$ cat src/rtl/seven_seg_pkg.sv
`default_nettype none
// ============================================================================
// Module   : seven_seg_pkg
// Brief    : Shared constants and types for the seven-segment scan driver.
// Revision : 1.0 - initial release
// ============================================================================
package seven_seg_pkg;

    localparam logic [6:0] SEG_OFF = 7'b1111111;

    // Active-low {A,B,C,D,E,F,G}; entry 0 is the rightmost element of the literal.
    localparam logic [15:0][6:0] GLYPH_ROM = {
        7'b0111000,  // F
        7'b0110000,  // E
        7'b1000010,  // d
        7'b0110001,  // C
        7'b1100000,  // b
        7'b0001000,  // A
        7'b0000100,  // 9
        7'b0000000,  // 8
        7'b0001111,  // 7
        7'b0100000,  // 6
        7'b0100100,  // 5
        7'b1001100,  // 4
        7'b0000110,  // 3
        7'b0010010,  // 2
        7'b1001111,  // 1
        7'b0000001   // 0
    };

    typedef enum logic [0:0] {
        SHOW = 1'b0,
        DEAD = 1'b1
    } scan_state_t;

endpackage
`default_nettype wire

$ cat src/rtl/seven_seg_glyph.sv
`default_nettype none
// ============================================================================
// Module   : seven_seg_glyph
// Brief    : Hex nibble plus blank flag to active-low segment pattern.
// Revision : 1.0 - initial release
// ============================================================================
module seven_seg_glyph
    import seven_seg_pkg::*;
(
    input  logic [3:0] i_nibble,
    input  logic       i_blank,
    output logic [6:0] o_seg
);

    always_comb begin
        o_seg = i_blank ? SEG_OFF : GLYPH_ROM[i_nibble];
    end

endmodule
`default_nettype wire

$ cat src/rtl/seven_seg_scan.sv
`default_nettype none
// ============================================================================
// Module   : seven_seg_scan
// Brief    : Multiplexed common-anode seven-segment driver with frame-aligned
//            buffer commit and dead time. Optional leading-zero suppression
//            via SEVEN_SEG_SCAN_LZS_EN.
// Revision : 1.0 - initial release
// ============================================================================
module seven_seg_scan
    import seven_seg_pkg::*;
#(
    parameter int NUM_DIGITS  = 4,
    parameter int REFRESH_DIV = 50000,
    parameter int DEAD_CYCLES = 8
) (
    input  logic                    clock,
    input  logic                    reset,
    input  logic [4*NUM_DIGITS-1:0] value,
    input  logic                    load,
    input  logic [NUM_DIGITS-1:0]   blank,
    input  logic                    enable,
    output logic [6:0]              seg,
    output logic [NUM_DIGITS-1:0]   anode,
    output logic                    frame
);

    localparam int c_span_a   = (REFRESH_DIV > 2) ? REFRESH_DIV : 2;
    localparam int c_span     = (DEAD_CYCLES > c_span_a) ? DEAD_CYCLES : c_span_a;
    localparam int c_cnt_w    = $clog2(c_span);
    localparam int c_idx_w    = (NUM_DIGITS > 1) ? $clog2(NUM_DIGITS) : 1;
    localparam logic [c_cnt_w-1:0]    c_show_last = c_cnt_w'(REFRESH_DIV - 1);
    localparam logic [c_cnt_w-1:0]    c_dead_last = c_cnt_w'(DEAD_CYCLES - 1);
    localparam logic [c_idx_w-1:0]    c_idx_last  = c_idx_w'(NUM_DIGITS - 1);
    localparam logic [NUM_DIGITS-1:0] c_one       = NUM_DIGITS'(1);

    scan_state_t               r_state, w_state_nxt;
    logic [c_idx_w-1:0]        r_idx, w_idx_nxt;
    logic [c_cnt_w-1:0]        r_cnt, w_cnt_nxt;
    logic                      w_advance, w_wrap, w_frame_nxt, w_lit;
    logic [4*NUM_DIGITS-1:0]   r_pend_val, r_disp_val;
    logic [NUM_DIGITS-1:0]     r_pend_blank, r_disp_blank, w_dark;
    logic                      r_dirty;
    logic [6:0]                w_glyph_seg, w_seg_nxt, r_seg;
    logic [NUM_DIGITS-1:0]     w_anode_nxt, r_anode;
    logic                      r_frame;

    always_comb begin
        w_state_nxt = r_state;
        w_idx_nxt   = r_idx;
        w_cnt_nxt   = r_cnt;
        w_advance   = 1'b0;
        w_frame_nxt = 1'b0;
        if (enable) begin
            case (r_state)
                SHOW: begin
                    if (r_cnt == c_show_last) begin
                        w_cnt_nxt   = '0;
                        w_frame_nxt = (r_idx == c_idx_last);
                        if (DEAD_CYCLES == 0) begin
                            w_advance = 1'b1;
                        end else begin
                            w_state_nxt = DEAD;
                        end
                    end else begin
                        w_cnt_nxt = r_cnt + c_cnt_w'(1);
                    end
                end
                DEAD: begin
                    if (r_cnt == c_dead_last) begin
                        w_cnt_nxt   = '0;
                        w_advance   = 1'b1;
                        w_state_nxt = SHOW;
                    end else begin
                        w_cnt_nxt = r_cnt + c_cnt_w'(1);
                    end
                end
                default: w_state_nxt = SHOW;
            endcase
            if (w_advance) begin
                w_idx_nxt = (r_idx == c_idx_last) ? '0 : r_idx + c_idx_w'(1);
            end
        end
    end

    // Frame start: the index is about to wrap from the last digit back to 0.
    assign w_wrap = w_advance && (r_idx == c_idx_last);

    always_ff @(posedge clock) begin
        if (reset) begin
            r_state <= SHOW;
            r_idx   <= '0;
            r_cnt   <= '0;
        end else begin
            r_state <= w_state_nxt;
            r_idx   <= w_idx_nxt;
            r_cnt   <= w_cnt_nxt;
        end
    end

    // A load coinciding with the commit lands in pending and keeps dirty set.
    always_ff @(posedge clock) begin
        if (reset) begin
            r_pend_val   <= '0;
            r_pend_blank <= '1;
            r_disp_val   <= '0;
            r_disp_blank <= '1;
            r_dirty      <= 1'b0;
        end else begin
            if (w_wrap && r_dirty) begin
                r_disp_val   <= r_pend_val;
                r_disp_blank <= r_pend_blank;
            end
            if (load) begin
                r_pend_val   <= value;
                r_pend_blank <= blank;
                r_dirty      <= 1'b1;
            end else if (w_wrap && r_dirty) begin
                r_dirty <= 1'b0;
            end
        end
    end

`ifdef SEVEN_SEG_SCAN_LZS_EN
    logic [NUM_DIGITS-1:0] w_lzs;
    always_comb begin : p_lzs
        logic v_above_zero;
        w_lzs        = '0;
        v_above_zero = 1'b1;
        for (int i = NUM_DIGITS - 1; i >= 1; i--) begin
            w_lzs[i]     = v_above_zero && (r_disp_val[4*i +: 4] == 4'h0);
            v_above_zero = v_above_zero &&
                           ((r_disp_val[4*i +: 4] == 4'h0) || r_disp_blank[i]);
        end
    end
    assign w_dark = r_disp_blank | w_lzs;
`else
    assign w_dark = r_disp_blank;
`endif

    seven_seg_glyph u_glyph (
        .i_nibble (r_disp_val[int'(r_idx)*4 +: 4]),
        .i_blank  (w_dark[r_idx]),
        .o_seg    (w_glyph_seg)
    );

    assign w_lit       = enable && (r_state == SHOW);
    assign w_anode_nxt = w_lit ? ~(c_one << r_idx) : '1;
    assign w_seg_nxt   = w_lit ? w_glyph_seg : SEG_OFF;

    always_ff @(posedge clock) begin
        if (reset) begin
            r_seg   <= SEG_OFF;
            r_anode <= '1;
            r_frame <= 1'b0;
        end else begin
            r_seg   <= w_seg_nxt;
            r_anode <= w_anode_nxt;
            r_frame <= w_frame_nxt;
        end
    end

    assign seg   = r_seg;
    assign anode = r_anode;
    assign frame = r_frame;

endmodule
`default_nettype wire

$ cat config.mk
export PLATFORM = sky130hd
export DESIGN_NAME = seven_seg_scan
export DESIGN_NICKNAME = d
export VERILOG_FILES = /design/src/rtl/seven_seg_pkg.sv /design/src/rtl/seven_seg_glyph.sv /design/src/rtl/seven_seg_scan.sv
export SDC_FILE = /design/constraint.sdc
export NUM_CORES = 1
export LEC_CHECK = 0
export BUFFER_PORTS_ARGS = -buffer_cell sky130_fd_sc_hd__buf_2
export CAP_MARGIN = 10
export CORE_MARGIN = 2
export CORE_UTILIZATION = 55
export DETAILED_ROUTE_END_ITERATION = 10
export PLACE_DENSITY = 0.75
export SYNTH_ARGS = -nofsm -noshare
export SYNTH_HDL_FRONTEND = slang
export SYNTH_SLANG_ARGS = --single-unit
$ cat constraint.sdc
create_clock -name clock -period 2.2 [get_ports clock]
set_input_delay 0.44 -clock clock [delete_from_list [all_inputs] [get_ports clock]]
set_output_delay 0.44 -clock clock [all_outputs]
set_load 0.01 [all_outputs]
==> flow_summary.yaml, run 1 <==
run_status:
  outcome: "finished, final reports clean"
detailed_routing:
  wl_per_cell_um: 14.45
  drtIter0Drc: 182
  drt-vias-per-instance: 5.635
  ant_nets: 0
  drc: 0
  routed_wl_um: 6616
  num_vias: 2581
  drt_pass1_iterations: 4
final_layout:
  finalNonFillerCells: 458
  ff_latch_area_um2: 1443
  fin_util_pct: 63.75
  nets: 413
  fill_cells: 489
  drive_above_1_share_pct: 21.67
  multi_input_area_um2: 1694
  area_delta_synth_final_pct: 12.45
  postLayoutCellArea_um2: 3752
  diodes: 0
yosys:
  synthAdderAreaFrac_pct: 4.124
  synth_top_cell_by_area: "dfxtp_1"
  ys_ff_latch: 72
  yosys-top-cells-count: "72 x dfxtp_1, 29 x nor2_1, 26 x mux2i_1, 24 x nand4_1, 23 x a21oi_1"
  synthTopCellsByArea: "dfxtp_1 43%, mux2i_1 7.8%, nand4_1 4.5%"
  synth.most_common_cell: "dfxtp_1"
  synth_top_area_share_pct: 43.19
  synthArstFlopShare_pct: 0
  synth_top_family_by_area: "simple AND/OR/NAND/NOR gates"
  synth_area_per_cell_um2: 9.617
  synthesis.area_um2: 3337
  synth-xor-area-share_pct: 3.150
  ys_seq_area_share_pct: 43.19
  muxShareOfSynthArea_pct: 11.51
  synth_nets: 382
  synth_edf_count: 0
  synthCells: 347
  synth_compound_area_share_pct: 10.50
  synth_ff_type: "dfxtp_1"
  yosysUniqueCellTypes: 50
  ys_warn_count: 0
  yosys.area_share.simple_pct: 21.48
power:
  p_int_mw: 2.018
  switchingPower_mw: 0.5809
  ir_worst_vdd_mv: 0.5578
  power_mw: 2.599
  p_leak_nw: 1.380
  power.density_nw_per_um2: 692.6
  p_sw_share_pct: 22.35
  clkPwrFrac_pct: 44.0
  power.share.sequential_pct: 51.9
  pwr-share-comb_pct: 4.1
die:
  num_rows: 28
  core_area_um2: 5886
  initial_core_util_pct: 56.70
  die_h_um: 81.89
  fp.dieW_um: 81.89
  pin_count: 36
  die_area_um2: 6706
timing:
  rsz0062_at_grt: "no"
  setup_viol: 0
  drv_slew: 0
  tns_ns: 0
  final_hold_viol_count: 0
  max_freq_mhz: 518.7
  final.period_utilization_pct: 87.63
  setup_ws_ns: 0.2720
  tightest_slew_ns: 0.6366
  fin_skew_ns: 0.006407
  timing.slew.headroom_pct: 57.56
  hold_ws_ns: 0.3151
  period_minus_slack_ns: 1.928
global_route:
  grt_pass1_wl_um: 11360
  grt.overflow.total: 0
  antenna_found_initial: 0
  gr-usage-all-layers_pct: 21.91
  grt_max_degree: 63
  grt_pass1_vias: 2415
placed_design:
  portBuffers: 35
  dp_hpwl_um: 4590
  dp_slack_ns: 0.1594
  dp_cells: 442
  placed_cell_area_um2: 3532
  gp_congestion: 0.8478
critical_path:
  path_cells: "mux4_2 -> inv_1 -> ha_1 -> mux2i_1 -> and3_1 -> a31oi_1"
  cp.arrival_ns: 2.20
  worstPathMaxFanout: 9
  crit_path_end_kind: "flip-flop"
  cp_slowest_cell: "mux4_2"
  start_kind: "flip-flop"
  crit_type: "reg2reg"
  r2r_cells: 6
  worstPathRequired_ns: 2.48
  cp_slowest_stage_delay_ns: 0.62
cts:
  clkTransAtPathRegs_ns: 0.08
  clk-insertion-delay-late_ns: 0.34
  clk_path_buf_depth: 2
  clkSinkCount: 72
  cts-root-buf: "clkbuf_8"
  cts_setup_buffers: 0
  cts_tree: "yes"
  cts_buffers: 9
  h-tree-depth: 3
hold_path:
  hp-class: "in2reg"
  hold_depth: 3
flow_run:
  drv_cap: 0
## registers in the layout, summed over array words and instances (netlist names)
name / count
r_cnt: 16
r_disp_val: 16
r_pend_val: 16
seg: 7
anode: 4
r_disp_blank: 4
r_pend_blank: 4
r_idx: 2
frame: 1
r_dirty: 1
r_state: 1
## layer usage
metal	part of all wire [%]	wire length, µm	GRT usage (%)
met2	44	2942	33.17
met3	3.8	249	5.385
met1	50	3323	30.25
met5	0	0	0
met4	1.5	100	8.167
## worst paths after layout
check / slack [ns] / start / endpoint
worst min-delay path: 0.32 / blank[3] / r_pend_blank[3]$_SDFFE_PP1P_
worst min register to register: 0.48 / r_pend_val[10]$_SDFFE_PP0P_ / r_disp_val[10]$_SDFFE_PP0P_
worst max-delay path: 0.27 / r_idx[0]$_SDFFE_PP0P_ / seg[3]$_SDFF_PP1_
worst max register to register: 0.27 / r_idx[0]$_SDFFE_PP0P_ / seg[3]$_SDFF_PP1_
## cells by family after synthesis
kind of cell               Yosys count
and+or+nand+nor                    126
DFF                                 72
AOI/OAI and AO/OA                   57
muxes                               32
xor gates and xnor gates            12
buffers and inverters               37
adders and majority gates           11
## power groups by stage
stage	Combinational, mW	Clock, mW	Sequential [mW]
3_5_place_dp	0.107	0	1.38
3_3_place_gp	0.104	0	1.38
4_1_cts	0.107	1.17	1.35
6_report	0.106	1.14	1.35
5_1_grt	0.119	1.23	1.35
2_1_floorplan	0.0763	0	1.37
## critical path: cells and delay by family (launching register included)
kind / cells / cell delay, ns
multiplexers: 2 / 0.71
flip-flops: 1 / 0.46
adder cells (fa/ha/maj): 1 / 0.25
AND/OR/NAND/NOR: 1 / 0.18
buffers and inverters: 1 / 0.14
AO/OA/AOI/OAI: 1 / 0.12
## cell usage in the layout (no fill, tap or decap), drive strengths merged, types with 3 or more instances in the layout
| cell type | n |
|---|---|
| o221ai | 4 |
| nor3b | 3 |
| o31ai | 3 |
| nor2 | 30 |
| nor3 | 14 |
| o21ai | 19 |
| mux4 | 5 |
| nand2 | 20 |
| nor4 | 5 |
| nand4 | 25 |
| dfxtp | 72 |
| and4 | 4 |
| inv | 11 |
| clkinv | 3 |
| nand3 | 8 |
| and3 | 3 |
| or4 | 3 |
| mux2i | 26 |
| buf | 47 |
| clkbuf | 9 |
| ha | 11 |
| a21oi | 24 |
| xnor2 | 4 |
| xor2 | 8 |
## repair_timing
item | CTS | global route
hold buffers | 0 | 0
gates resized for setup | 0 | 1
endpoints found under the setup margin | 0 | 1
## final cells by class
type                    count  share of cell area, %
repair buffers             47                  7.069
multi-input cells         238                  45.15
inverters                  10                  1.000
well taps                  75                  2.501
clock buffers               9                  3.301
clock inverters             7                  2.534
flip-flops and latches     72                  38.45
(Power assumes the default switching activity.)
==> run 2, diff against run 1 <==
- CELL_PAD_IN_SITES_DETAIL_PLACEMENT: not set -> 1
- CELL_PAD_IN_SITES_GLOBAL_PLACEMENT: not set -> 2
- CORE_UTILIZATION: 55 -> 37
- PLACE_DENSITY: 0.75 -> not set
- PLACE_DENSITY_LB_ADDON: not set -> 0.1
==> flow_summary.yaml, run 2 (synthesis results as in run 1) <==
run_status:
  outcome: "finished, final reports clean"
final_layout:
  area_delta_synth_final_pct: 14.59
  postLayoutCellArea_um2: 3824
  nets: 414
  reg.largest.list: "r_cnt x16, r_disp_val x16, r_pend_val x16"
  fill_cells: 1010
  diodes: 0
  layout_commonest_cell: "dfxtp_1"
  drive_above_1_share_pct: 21.35
  final_cell_mix: "72 x dfxtp_1, 35 x buf_2, 29 x nor2_1"
critical_path:
  worstPathMaxFanout: 9
  cp_slowest_stage_delay_ns: 0.55
  start_kind: "flip-flop"
  cp_slowest_cell: "dfxtp_1"
  crit_path_end_kind: "flip-flop"
  critical_path_buf_inv_count: 1
  path_cells: "mux4_2 -> inv_1 -> ha_1 -> mux2i_1 -> and3_1 -> a31oi_1"
  cp_top_family: "multiplexers"
  crit_type: "reg2reg"
  cp.arrival_ns: 2.18
  worstPathRequired_ns: 2.47
  r2r_slack_ns: 0.29
die:
  initial_core_util_pct: 38.26
  die_area_um2: 9794
  fp.dieW_um: 98.97
  pin_count: 36
  core_area_um2: 8721
  num_rows: 34
  die_h_um: 98.97
global_route:
  grt_pass1_wl_um: 13490
  grt.overflow.total: 0
  grt_max_degree: 31
  grt_util_met2_pct: 27.49
  antenna_found_initial: 0
  grt.busiest_layer: "met2"
  grt_pass1_vias: 2712
  met3_usage_pct: 4.752
  gr-usage-all-layers_pct: 17.15
  use_met1_pct: 22.88
cts:
  post_cts_resized: 0
  clk_path_buf_depth: 2
  cts_setup_buffers: 0
  clkTransAtPathRegs_ns: 0.08
  clk-insertion-delay-late_ns: 0.35
  holdBufCountCts: 0
  cts-root-buf: "clkbuf_8"
  cts_tree: "yes"
  h-tree-depth: 3
  cts_buffers: 9
  clkSinkCount: 72
detailed_routing:
  drc: 0
  routed_wl_um: 7763
  ant_nets: 0
  num_vias: 2617
  drtIter0Drc: 61
  wl_per_cell_um: 15.78
  drt-vias-per-instance: 5.319
  drt_pass1_iterations: 4
placed_design:
  dp_hpwl_um: 5464
  placed_cell_area_um2: 3581
  gp_congestion: 0.7133
  portBuffers: 35
power:
  power.density_nw_per_um2: 717.5
  p_leak_nw: 1.394
  ir_worst_vdd_mv: 0.3371
  power_mw: 2.744
timing:
  hold_ws_ns: 0.3039
  final.period_utilization_pct: 86.85
  fin_skew_ns: 0.009806
  setup_viol: 0
  final_hold_viol_count: 0
  drv_slew: 0
  rsz0062_at_grt: "no"
  tightest_slew_ns: 0.6351
  timing.slew.headroom_pct: 57.66
  period_minus_slack_ns: 1.911
  tns_ns: 0
  max_freq_mhz: 523.4
hold_path:
  hp-class: "in2reg"
flow_run:
  drv_cap: 0
-- run 2: layout make-up --
type	count	area [µm²]	area share [%]
Multi-Input combinational cell	238	1694	44.31
Sequential cell	72	1441	37.70
Timing Repair Buffer	48	272.8	7.134
Tap cell	108	135.1	3.534
Clock buffer	10	127.6	3.338
Clock inverter	6	115.1	3.010
Inverter	10	37.54	0.9817
-- run 2: stage by stage --
step                      cells  utilization, %  setup WS, ns
after floorplan             347               -        0.3887
after global routing        492           43.85        0.1478
final                       492           43.85        0.2893
after global placement      476           41.06        0.3059
after detailed placement    476           41.06        0.3007
after CTS                   492           43.85        0.2726
-- run 2: worst reg2reg max path, cell delays in order (launching register included) --
cell,delay (ns)
dfxtp_1,0.55
mux4_2,0.46
inv_1,0.14
ha_1,0.25
mux2i_1,0.10
and3_1,0.18
a31oi_1,0.14
-- run 2: power breakdown --
group / switching, mW / leakage (nW) / total (mW) / internal (mW)
Sequential: 0.0163 / 0.586 / 1.35 / 1.33
Combinational: 0.0617 / 0.690 / 0.113 / 0.0515
Clock: 0.523 / 0.117 / 1.28 / 0.762
-- run 2: final timing paths --
path / from / end / cells past startpoint
worst max register to register: r_idx[1]$_SDFFE_PP0P_ / seg[3]$_SDFF_PP1_ / 6
worst min-delay path: blank[3] / r_pend_blank[3]$_SDFFE_PP1P_ / 3
worst min register to register: r_pend_val[1]$_SDFFE_PP0P_ / r_disp_val[1]$_SDFFE_PP0P_ / 2
worst max-delay path: r_idx[1]$_SDFFE_PP0P_ / seg[3]$_SDFF_PP1_ / 6
-- run 2: routing by layer --
| metal | vias up | share of wire [%] |
|---|---|---|
| met5 | - | 0 |
| met4 | 0 | 1.0 |
| li1 | 1315 | - |
| met3 | 8 | 2.9 |
| met2 | 27 | 48 |
| met1 | 1267 | 48 |
